File: src/rtl/display_scheduler.sv
// Time-shares the 8-digit seven-segment display among NUM_SRC sources, with granted overlays.
// Optional blinking overlay: define DISPLAY_SCHEDULER_BLINK_EN.
module display_scheduler #(
  parameter int NUM_SRC        = 4,
  parameter int DWELL_CYCLES   = 100_000_000,
  parameter int OVERLAY_CYCLES = 200_000_000,
  parameter int CNT_W          = 28
`ifdef DISPLAY_SCHEDULER_BLINK_EN
  , parameter int BLINK_CYCLES = 25_000_000
`endif
) (
  input  logic                       clk_in,
  input  logic                       rst_in,
  input  logic [32*NUM_SRC-1:0]      src_data_in,
  input  logic [NUM_SRC-1:0]         src_valid_in,
  input  logic                       auto_in,
  input  logic                       next_in,
  input  logic [NUM_SRC-1:0]         ovl_req_in,
  output logic [NUM_SRC-1:0]         ovl_ack_out,
  output logic [NUM_SRC-1:0]         ovl_done_out,
  output logic [31:0]                seg_data_out,
  output logic [7:0]                 blank_out,
  output logic [$clog2(NUM_SRC)-1:0] active_src_out,
  output logic                       overlay_active_out
);
  localparam int IDX_W = $clog2(NUM_SRC);
  localparam logic [CNT_W-1:0] DWELL_LAST = CNT_W'(DWELL_CYCLES - 1);
  localparam logic [CNT_W-1:0] OVL_LAST   = CNT_W'(OVERLAY_CYCLES - 1);

  typedef enum logic [1:0] {IDLE, SHOW, OVERLAY} state_t;

  state_t              state, state_n;
  logic [IDX_W-1:0]    cur, cur_n, ovl_src, ovl_src_n;
  logic [CNT_W-1:0]    dwell_cnt, dwell_n, ovl_cnt, ovl_cnt_n;
  logic [NUM_SRC-1:0]  armed, armed_n, ack_n, done_n, cand;
  logic [IDX_W-1:0]    grant_idx, low_valid;
  logic                any_valid;
  logic [31:0]         seg_n;
  logic [7:0]          blank_n;
  logic [IDX_W-1:0]    active_n;

  // Cyclic search from cur+1; falls back to cur itself when it is the only valid one.
  function automatic logic [IDX_W-1:0] next_valid(input logic [IDX_W-1:0] from,
                                                   input logic [NUM_SRC-1:0] v);
    logic [IDX_W-1:0] r;
    int idx;
    r = from;
    for (int k = NUM_SRC; k >= 1; k--) begin
      idx = (int'(from) + k) % NUM_SRC;
      if (v[idx]) r = IDX_W'(idx);
    end
    return r;
  endfunction

  function automatic logic [IDX_W-1:0] lowest(input logic [NUM_SRC-1:0] v);
    logic [IDX_W-1:0] r;
    r = '0;
    for (int i = NUM_SRC - 1; i >= 0; i--)
      if (v[i]) r = IDX_W'(i);
    return r;
  endfunction

  assign any_valid = |src_valid_in;
  assign cand      = ovl_req_in & armed;
  assign grant_idx = lowest(cand);
  assign low_valid = lowest(src_valid_in);

  always_comb begin
    state_n   = state;
    cur_n     = cur;
    ovl_src_n = ovl_src;
    dwell_n   = dwell_cnt;
    ovl_cnt_n = ovl_cnt;
    ack_n     = '0;
    done_n    = '0;
    armed_n   = armed | ~ovl_req_in;
    case (state)
      IDLE, SHOW: begin
        if (|cand) begin
          // Grant wins over next_in / dwell expiry; cur stays put as the saved source.
          state_n          = OVERLAY;
          ovl_src_n        = grant_idx;
          ovl_cnt_n        = '0;
          ack_n[grant_idx] = 1'b1;
        end else if (state == IDLE) begin
          if (any_valid) begin
            state_n = SHOW;
            cur_n   = low_valid;
            dwell_n = '0;
          end
        end else if (!any_valid) begin
          state_n = IDLE;
          dwell_n = '0;
        end else if (!src_valid_in[cur] || next_in || (auto_in && dwell_cnt == DWELL_LAST)) begin
          cur_n   = next_valid(cur, src_valid_in);
          dwell_n = '0;
        end else if (auto_in) begin
          dwell_n = dwell_cnt + CNT_W'(1);
        end else begin
          dwell_n = '0;
        end
      end
      OVERLAY: begin
        if (ovl_cnt == OVL_LAST || !ovl_req_in[ovl_src]) begin
          done_n[ovl_src]  = 1'b1;
          armed_n[ovl_src] = 1'b0;
          dwell_n          = '0;
          if (!any_valid) begin
            state_n = IDLE;
          end else begin
            state_n = SHOW;
            if (!src_valid_in[cur]) cur_n = next_valid(cur, src_valid_in);
          end
        end else begin
          ovl_cnt_n = ovl_cnt + CNT_W'(1);
        end
      end
      default: state_n = IDLE;
    endcase
  end

`ifdef DISPLAY_SCHEDULER_BLINK_EN
  localparam logic [CNT_W-1:0] BLINK_LAST = CNT_W'(BLINK_CYCLES - 1);
  logic [CNT_W-1:0] blink_cnt, blink_cnt_n;
  logic             blink_on, blink_on_n;

  // Phase restarts at "lit" on every grant, so only continuing overlay cycles advance it.
  always_comb begin
    blink_cnt_n = '0;
    blink_on_n  = 1'b0;
    if (state == OVERLAY && state_n == OVERLAY) begin
      if (blink_cnt == BLINK_LAST) begin
        blink_on_n = ~blink_on;
      end else begin
        blink_cnt_n = blink_cnt + CNT_W'(1);
        blink_on_n  = blink_on;
      end
    end
  end

  always_ff @(posedge clk_in or posedge rst_in) begin
    if (rst_in) begin
      blink_cnt <= '0;
      blink_on  <= 1'b0;
    end else begin
      blink_cnt <= blink_cnt_n;
      blink_on  <= blink_on_n;
    end
  end
`endif

  always_comb begin
    seg_n    = '0;
    blank_n  = 8'hFF;
    active_n = cur_n;
    case (state_n)
      SHOW: begin
        seg_n   = src_data_in[32*int'(cur_n) +: 32];
        blank_n = 8'h00;
      end
      OVERLAY: begin
        seg_n    = src_data_in[32*int'(ovl_src_n) +: 32];
        active_n = ovl_src_n;
`ifdef DISPLAY_SCHEDULER_BLINK_EN
        blank_n  = {8{blink_on_n}};
`else
        blank_n  = 8'h00;
`endif
      end
      default: ;
    endcase
  end

  always_ff @(posedge clk_in or posedge rst_in) begin
    if (rst_in) begin
      state              <= IDLE;
      cur                <= '0;
      ovl_src            <= '0;
      dwell_cnt          <= '0;
      ovl_cnt            <= '0;
      armed              <= '1;
      ovl_ack_out        <= '0;
      ovl_done_out       <= '0;
      seg_data_out       <= '0;
      blank_out          <= 8'hFF;
      active_src_out     <= '0;
      overlay_active_out <= 1'b0;
    end else begin
      state              <= state_n;
      cur                <= cur_n;
      ovl_src            <= ovl_src_n;
      dwell_cnt          <= dwell_n;
      ovl_cnt            <= ovl_cnt_n;
      armed              <= armed_n;
      ovl_ack_out        <= ack_n;
      ovl_done_out       <= done_n;
      seg_data_out       <= seg_n;
      blank_out          <= blank_n;
      active_src_out     <= active_n;
      overlay_active_out <= (state_n == OVERLAY);
    end
  end
endmodule

File: config.mk
export PLATFORM = sky130hd
export DESIGN_NAME = display_scheduler
export DESIGN_NICKNAME = d
export VERILOG_FILES = /design/src/rtl/display_scheduler.sv
export SDC_FILE = /design/constraint.sdc
export NUM_CORES = 1
export LEC_CHECK = 0
export CAP_MARGIN = 40
export CORE_MARGIN = 5
export CORE_UTILIZATION = 48
export CTS_BUF_LIST = sky130_fd_sc_hd__clkbuf_4 sky130_fd_sc_hd__clkbuf_8
export DETAILED_ROUTE_END_ITERATION = 10
export PLACE_DENSITY = 0.77
export SYNTH_ARGS = -nofsm -noshare
export SYNTH_HDL_FRONTEND = slang
export SYNTH_SLANG_ARGS = --single-unit
File: constraint.sdc
create_clock -name clk_in -period 6.6 [get_ports clk_in]
set_input_delay 0.66 -clock clk_in [delete_from_list [all_inputs] [get_ports clk_in]]
set_output_delay 0.66 -clock clk_in [all_outputs]
set_load 0.1 [all_outputs]
### Word-level counts from Yosys, hierarchy flattened

Cells that the tools add are included.

| cells by class | value |
|---|---|
| mux-type cells | 70 |
| equal/unequal tests | 11 |
| $add $sub $neg | 6 |
| reductions and logical operators | 20 |
| bitwise gates (word level) | 9 |
| shifts and indexed selects | 2 |
| order comparisons | 9 |

Operators by type and width:

| operator | number |
|---|---|
| $shiftx A128 B8 Y32 | 2 |
| $mux W28 | 9 |
| $pmux W28 S2 | 2 |
| $pmux W32 S2 | 1 |
| $add A28 B1 Y28 const B | 2 |
| $mux W2 | 28 |
| $eq A28 B27 Y1 const B | 1 |
| $eq A28 B28 Y1 const B | 1 |
| $mux W4 | 6 |
| $lt A3 B4 Y1 const B | 4 |
| $mux W1 | 13 |
| $bmux W1 S2 | 6 |
| $reduce_or A2 Y1 | 6 |
| $lt A2 B3 Y1 const B | 3 |
| $and A4 B4 Y4 | 2 |
| $mux W8 | 1 |
| $ne A2 B2 Y1 const B | 4 |
| $not A4 Y4 | 2 |
| $pmux W2 S2 | 2 |
| $reduce_or A4 Y1 | 2 |
| $add A2 B1 Y2 const B | 2 |
| $add A2 B2 Y2 const B | 2 |
| $and A1 B1 Y1 const A | 4 |
| $demux W1 S2 | 2 |
| other kinds (12) | 20 |

| storage, ports and cells | value |
|---|---|
| register bits after elaboration | 117 |
| word-level logic and storage cells | 139 |
| bits of input ports | 140 |
| output and inout port bits | 51 |

### Logic depth before layout (Yosys ltp)

Gate-level depths: netlist of the first run.

| depth | value |
|---|---|
| depth after elaboration | 17 |
| mapped depth | 14 |
| gate-level depth less buffers | 11 |

### Worst setup path before layout of the first run

Ideal clock, no wire load.

| timing path | value |
|---|---|
| path kind | input -> register |
| from | input ovl_req_in[3] |
| to | register seg_data_out[10] |
| stages | 11 |
| library setup time | 0.126 ns |
| arrival | 2.938 ns |
| required time | 6.474 ns |
| slack | 3.537 ns |
| buffers on the path | 3 |
| cell sequence | mux4_2 o31ai_4 nand2_1 a221o_1 ha_1 clkbuf_1 clkbuf_1 clkbuf_1 nand3_1 o211ai_1 o311a_1 |

| between the ends | value |
|---|---|
| word-level cells in the longest chain between the ends | 9 |
| elaborated cells on any way between the ends | 23 |
| classes of those cells | eq/ne (2); shift (2); mux (15); bitwise (1); reduce/logical (3) |

Ends and longest elaborated chain:

| element | line | RTL |
|---|---|---|
| start, declared | 18 | `input logic [NUM_SRC-1:0] ovl_req_in,` |
| $and A4 B4 Y4 | 64 | `assign cand = ovl_req_in & armed;` |
| $mux W2 (4 in series) | 59 | `if (v[i]) r = IDX_W'(i);` |
| $mux W2 | 79 | `if (\|cand) begin` |
| $mux W2 | 77 | `case (state)` |
| $shiftx A128 B8 Y32 | 162 | `seg_n = src_data_in[32*int'(ovl_src_n) +: 32];` |
| $pmux W32 S2 (*) | 156 | `case (state_n)` |
| named net seg_n[10] | 38 | `logic [31:0] seg_n;` |
| end signal, assigned | 197 | `seg_data_out <= seg_n;` |
| end, declared | 21 | `output logic [31:0] seg_data_out,` |

The timed path passes the listed nets; every way through them passes the cells marked *. The select of a mux whose other input is x is not followed.
A chain may end at the register's enable or synchronous reset.

### Worst setup path after layout of the first run

| timing path | value |
|---|---|
| from | register ovl_cnt[13] |
| to | register seg_data_out[2] |

| between the ends | value |
|---|---|
| word-level cells in the longest chain between the ends | 6 |
| elaborated cells on any way between the ends | 10 |
| classes of those cells | eq/ne (3); shift (1); mux (5); reduce/logical (1) |

Ends and longest elaborated chain:

| element | line | RTL |
|---|---|---|
| start, declared | 34 | `logic [CNT_W-1:0] dwell_cnt, dwell_n, ovl_cnt, ovl_cnt_n;` |
| start signal, assigned | 193 | `ovl_cnt <= ovl_cnt_n;` |
| $eq A28 B28 Y1 (*) | 104 | `if (ovl_cnt == OVL_LAST \|\| !ovl_req_in[ovl_src]) begin` |
| $logic_or A1 B1 Y1 (*) | 104 |  |
| $mux W2 | 104 |  |
| $pmux W2 S2 | 77 |  |
| $shiftx A128 B8 Y32 (tied with other cells) | 158 | `seg_n = src_data_in[32*int'(cur_n) +: 32];` |
| $pmux W32 S2 (*) | 156 |  |
| named net seg_n[2] | 38 |  |

The timed path passes the listed nets; every way through them passes the cells marked *.

==> results_dict.tcl, run 1 <==
set metrics [dict create \
    outcome "finished clean" \
    placed_area_um2 11000 \
    floorplan.die_area_um2 19500 \
    vias 8804 \
    multi_input_comb_area_um2 4800 \
    detail_route.wirelength_um 26300 \
    critical_path.most_common_cell "o31ai_4" \
    hold-worst-slack_ns 0.484 \
    worst_path_cell_chain "nor4b_1 -> nand4_1 -> o31ai_4 -> nand2_1 -> a221o_1 -> ha_4 -> buf_12 -> o31ai_4 -> buf_4 -> o2111ai_1 -> o311a_1" \
    nets 1324 \
    postRouteAntennaNets 0 \
    grt-ovfl-total 0 \
    cts.htree.levels 3 \
    clock_pin_slew_of_the_registers_on_the_worst_case_setup_and_hold_paths_ns 0.11 \
    final-hold-violation-count 0 \
    post_synth_net_total 1158 \
    timing.reg2reg.worst_path_depth 11 \
    placeable_core_region_um2 16600 \
    postSynth.asyncResetShare_pct 100 \
    grt_pass1_vias 8267 \
    slew_violations 0 \
    die_w_um 140 \
    worstReg2RegStart "ovl_cnt[13]" \
    flops_latches_synth 110 \
    design_area_um2 11200 \
    post-route-period-util_pct 61.0 \
    tritoncts.num_buffers 9 \
    finalNonFillerCells 1407 \
    worstSetupPathType "reg -> reg" \
    timing.setup.tns_ns 0 \
    initial_antenna_violation_count 1 \
    synthToLayoutAreaGrowth_pct 38.0 \
    place.detailed.hpwl_um 17800 \
    worst_ir_drop_vdd_mv 0.469 \
    data_required_critical_path_ns 6.89 \
    hold_path.class "reg -> reg" \
    grt_max_degree 109 \
    die_height_um 140 \
    final.min_clock_period_ns 4.03 \
    category_of_cells_accounting_for_the_largest_share_of_critical_path_delay "compound AO/OA/AOI/OAI gates" \
    vias_per_cell 6.26 \
    clkSinkCount 110 \
    firstDrtPassIters 6 \
    ctsHoldBuffers 0 \
    ys_dominant_reg_cell "dfrtp_1" \
    cp-end-kind "register" \
    start_kind "register" \
    proportion_of_layout_cells_with_a_drive_suffix_above_1_pct 9.44 \
    cp.arrival_ns 4.32 \
    cts_tree "yes" \
    start_util_pct 48.8 \
    critPathMaxFanout 69 \
    fmax_mhz 248 \
    synth.cell_area_um2 8090 \
    path_buf_inv 2 \
    tightest_slew_ns 0.830 \
    post_synth.cell_area_avg_um2 7.97 \
    placed_cells 1390 \
    timing.critical_path.slowest_cell_delay_ns 0.61 \
    setup_viol_count_final 0 \
    power_density_nw_per_um2 523 \
    placement_rows 47 \
    dr.first_iter.drc_count 931 \
    most-common-layout-cells "clkdlybuf4s50_1, nand3_1, nand2_1" \
    grt_first_pass_wirelength_um 42700 \
    netlist-cell-type-count 64 \
    worst_slew_margin_rel_pct 44.7 \
    number_of_setup_buffers_added_after_cts 0 \
    ys_seq_area_share_pct 34.1 \
    io_buffers 190 \
    clock_tree_skew_after_final_layout_ns 0.0236 \
    synth_enable_flop_cells 0 \
    layout_commonest_cell "clkdlybuf4s50_1" \
    global_route.usage.total_pct 26.3 \
    setup_repair_after_global_routing_missed_its_margin "false" \
    routed_wire_length_per_instance_um 18.7 \
    syn-instance-count 1015 \
    critPathLaunch "ovl_cnt[13]" \
    cp_slowest_cell "buf_4" \
    reg2reg_setup_slack_ns 2.57 \
    power.static_leakage_nw 4.52 \
    seq_area_um2 2760 \
    drcViolationCount 0 \
    cts_buffer_depth 2 \
    critical_path_depth 11 \
    design.portCount 191 \
    cts_repair_resize_count 0 \
    clk_root_buffer_cell "clkbuf_8" \
    yosysWarningCount 0 \
    rr_endpoint "seg_data_out[2]" \
    cap_viol_max_count 0 \
    latest_clock_arrival_within_the_worst_skew_pair_ns 0.42 \
    final.fill_count 1345 \
    worst_setup_path_endpoint "seg_data_out[2]" \
    place_congestion 0.876 \
]
[where the power goes]
part	internal, W	leakage [nW]	switching (W)	total (W)
registers	0.000840	1.47	0.0000991	0.000939
logic	0.00167	2.95	0.00278	0.00445
clock network	0.000188	0.108	0.000265	0.000453
[synthesized netlist by cell type (4+ instances only)]
library cell	count	share of area, %
nand3_1	148	9.2
nand2_1	107	5.0
dfrtp_1	105	32
clkbuf_1	67	3.1
nor2_1	67	3.1
a21oi_1	50	3.1
and3_1	38	2.9
a31oi_1	37	2.9
a2bb2oi_1	33	3.6
nand3b_1	33	3.1
o211ai_1	33	3.1
o311a_1	33	4.1
o2111ai_1	32	3.5
o21ai_0	30	1.9
inv_1	22	1.0
xor2_1	20	2.2
xnor2_1	15	1.6
nand4_1	14	1.1
buf_2	13	0.80
nor3_1	13	0.80
buf_4	12	1.1
buf_1	10	0.46
dfstp_2	5	1.6
or3_1	5	0.39
and4_1	4	0.43
buf_6	4	0.56
nor2b_1	4	0.31
[flip-flops by register name, summed over array words and instances (netlist names)]
signal              cells
seg_data_out           32
cur                     2
dwell_cnt              28
active_src_out          2
blank_out               1
ovl_cnt                28
state                   2
armed                   4
ovl_done_out            4
ovl_ack_out             4
ovl_src                 2
overlay_active_out      1
[cells by family (layout without fill, tap and decap cells)]
| logic type | Yosys count | count (layout) | share of synthesized area (%) |
|---|---|---|---|
| mux | 3 | 3 | 0.681 |
| compound gates | 276 | 276 | 25.1 |
| xor+xnor | 35 | 35 | 3.79 |
| simple gates | 460 | 460 | 28.8 |
| fa+ha+maj | 3 | 3 | 0.464 |
| flops | 110 | 110 | 34.1 |
| other cells | 0 | 1 | 0 |
| buf+inv | 128 | 299 | 7.07 |
[final cells by class]
type,instances,share of cell area [%]
timing repair buffer,261,27.2
clock buffer,10,1.18
clock inverter,6,0.684
inverter,22,0.762
sequential,110,24.7
multi-input combinational,777,43.0
tap,220,2.47
antenna,1,0.0224
[worst register-to-register path: cells and delay by family (launching register included)]
kind,cells,cell delay [ns]
AOI/OAI and AO/OA,5,1.59
adders and majority gates,1,0.35
buffers and inverters,2,0.89
DFF,1,0.42
and+or+nand+nor,3,0.66
[worst min-delay path by stage]
stage	slack, ns	startpoint	depth (start not counted)	to
global placement	0.46	armed[0]	2	armed[0]
finish	0.48	armed[3]	2	armed[3]
floorplan	0.44	armed[1]	2	armed[1]
detailed placement	0.47	armed[3]	2	armed[3]
global route	0.50	armed[1]	2	armed[1]
CTS	0.48	armed[3]	2	armed[3]
[metrics by stage]
step | utilization (%) | power (W) | setup slack, ns
detailed placement | 66.0 | 0.00536 | 2.22
CTS | 67.3 | 0.00582 | 2.59
global placement | 59.9 | 0.00471 | 1.91
finish | 67.3 | 0.00584 | 2.57
global route | 67.3 | 0.00617 | 2.29
floorplan | - | 0.00397 | 3.05
[routing by layer]
layer  global-route usage [%]  part of all wire, %  vias to the layer above
met4                     7.50                  1.9                        0
met1                     35.7                   42                     4209
met5                        0                    0                        -
met3                     7.10                  9.2                       42
met2                     41.4                   47                      425
li1                         -                    -                     4128
Note: power is estimated with default switching activity, not from simulation.
==> inputs of run 2 (changes only) <==
==> constraint.sdc (replaced) <==
create_clock -name clk_in -period 3.8 [get_ports clk_in]
set_input_delay 0.38 -clock clk_in [delete_from_list [all_inputs] [get_ports clk_in]]
set_output_delay 0.38 -clock clk_in [all_outputs]
set_load 0.1 [all_outputs]
==> run 2 against run 1 <==
Net effect: final area decreased by 0.17%; die area did not move; sequential cell count stayed put; count of clock-buffer cells in the layout did not move; hold slack worse by 0.065 ns; sequential share of layout area is essentially flat; combinational power grew 73%; power grew 72%; fmax increased by 24%; global-route usage hardly changed; critical path depth decreased by 1; largest cell class unchanged.
==> results_dict.tcl, run 2 (same netlist as run 1, synthesis figures left out) <==
set metrics [dict create \
    outcome "finished clean" \
    cts.htree.levels 3 \
    data_required_critical_path_ns 4.08 \
    clock_pin_slew_of_the_registers_on_the_worst_case_setup_and_hold_paths_ns 0.11 \
    postRouteAntennaNets 0 \
    drcViolationCount 0 \
    dr.first_iter.drc_count 973 \
    reg.largest.list "seg_data_out x32, dwell_cnt x28, ovl_cnt x28" \
    cp_slowest_cell "o31ai_4" \
    busiest_layer "met2" \
    start_util_pct 48.8 \
    placed_cells 1393 \
    reg2reg_setup_slack_ns 0.55 \
    floorplan.die_area_um2 19500 \
    cts_tree "yes" \
    timing.critical_path.slowest_cell_delay_ns 0.45 \
    cp-end-kind "register" \
    tritoncts.num_buffers 9 \
    vias_per_cell 6.26 \
    final.min_clock_period_ns 3.25 \
    post-route-period-util_pct 85.7 \
    hold-worst-slack_ns 0.419 \
    initial_antenna_violation_count 1 \
    final_core_util_pct 67.2 \
    path_buf_inv 1 \
    place_congestion 0.901 \
    nets 1327 \
    placeable_core_region_um2 16600 \
    finalNonFillerCells 1410 \
    grt-ovfl-total 0 \
    synthToLayoutAreaGrowth_pct 37.8 \
    final-hold-violation-count 0 \
    globalRouteMet2Util_pct 41.4 \
    design.portCount 191 \
    slew_violations 0 \
    power_density_nw_per_um2 901 \
    largest_reg_flops 32 \
    ctsHoldBuffers 0 \
    io_buffers 190 \
    clkSinkCount 110 \
    number_of_setup_buffers_added_after_cts 0 \
    latest_clock_arrival_within_the_worst_skew_pair_ns 0.39 \
    worst_slew_margin_rel_pct 52.8 \
    clock_tree_skew_after_final_layout_ns 0.0146 \
    category_of_cells_accounting_for_the_largest_share_of_critical_path_delay "compound AO/OA/AOI/OAI gates" \
    die_height_um 140 \
    timing.setup.tns_ns 0 \
    firstDrtPassIters 5 \
    die_w_um 140 \
    tightest_slew_ns 0.708 \
    placement_rows 47 \
    global_route.usage.total_pct 26.2 \
    clk_root_buffer_cell "clkbuf_8" \
    place.detailed.hpwl_um 18000 \
    cap_viol_max_count 0 \
    hold_path.class "in -> async" \
    grt_max_degree 112 \
    power.static_leakage_nw 4.49 \
    proportion_of_layout_cells_with_a_drive_suffix_above_1_pct 9.59 \
    worstSetupPathType "reg -> reg" \
    grt_pass1_vias 8352 \
    layout_commonest_cell "clkdlybuf4s50_1" \
    critPathMaxFanout 65 \
    max_flop_register "seg_data_out" \
    cts_repair_resize_count 0 \
    setup_viol_count_final 0 \
    cts_buffer_depth 2 \
    worst_path_cell_chain "nor4b_1 -> nand4_1 -> o31ai_4 -> nand2_1 -> a221o_1 -> ha_4 -> o31ai_4 -> buf_12 -> o2111ai_1 -> o311a_1" \
    start_kind "register" \
    fmax_mhz 307 \
    grt_use_met3_pct 5.25 \
    cp.arrival_ns 3.54 \
    detail_route.wirelength_um 26500 \
    worst_ir_drop_vdd_mv 0.664 \
    critical_path.most_common_cell "o31ai_4" \
    grt_first_pass_wirelength_um 42800 \
    most-common-layout-cells "clkdlybuf4s50_1, nand3_1, nand2_1" \
    vias 8830 \
    routed_wire_length_per_instance_um 18.8 \
    setup_repair_after_global_routing_missed_its_margin "false" \
    global_route.usage.met1_pct 36.0 \
]
## run 2: cell types whose count changed in the layout (fill, tap and decap cells not counted), moves of 2 or more
cell / change
buf_16: -8
buf_12: +9
buf_4: -2
inv_6: -3
buf_8: +5
clkinvlp_4: +5
## run 2: path summary, 6_finish.rpt
check,from,endpoint,depth (start not counted)
max,ovl_cnt[13],seg_data_out[3],10
min reg2reg,armed[1],armed[1],2
min in group clk_in,armed[1],armed[1],2
min,rst_in,dwell_cnt[3],2
max in group asynchronous,rst_in,blank_out[6],3
max reg2reg,ovl_cnt[13],seg_data_out[3],10
## run 2: area by class of cell
class,instances,area [um^2]
fill,1364,5440
multi-input combinational,777,4800
timing repair buffer,264,3040
sequential,110,2760
tap,220,275
clock buffer,10,138
inverter,22,85.1
clock inverter,6,46.3
antenna,1,2.50
## run 2: where the power goes
part	internal (W)	switching, W
Combinational	0.00294	0.00475
Sequential	0.00146	0.000194
Clock	0.000259	0.000443
Total	0.00466	0.00539
## run 2: stage by stage
stage	instance area (um^2)	total power [W]	worst slack (ns)
final	11100	0.0100	0.545
after global routing	11100	0.0106	0.353
after CTS	11100	0.0100	0.564
after detailed placement	11000	0.00929	0.414
after global placement	10100	0.00839	0.535
after floorplan	8090	0.00690	0.526
## run 2: metal layers
layer	wire, um	vias up	part of all wire, %
met1	10900	4225	41
met2	12600	434	48
met4	656	0	2.5
met3	2240	43	8.5
met5	0	-	0
li1	-	4128	-
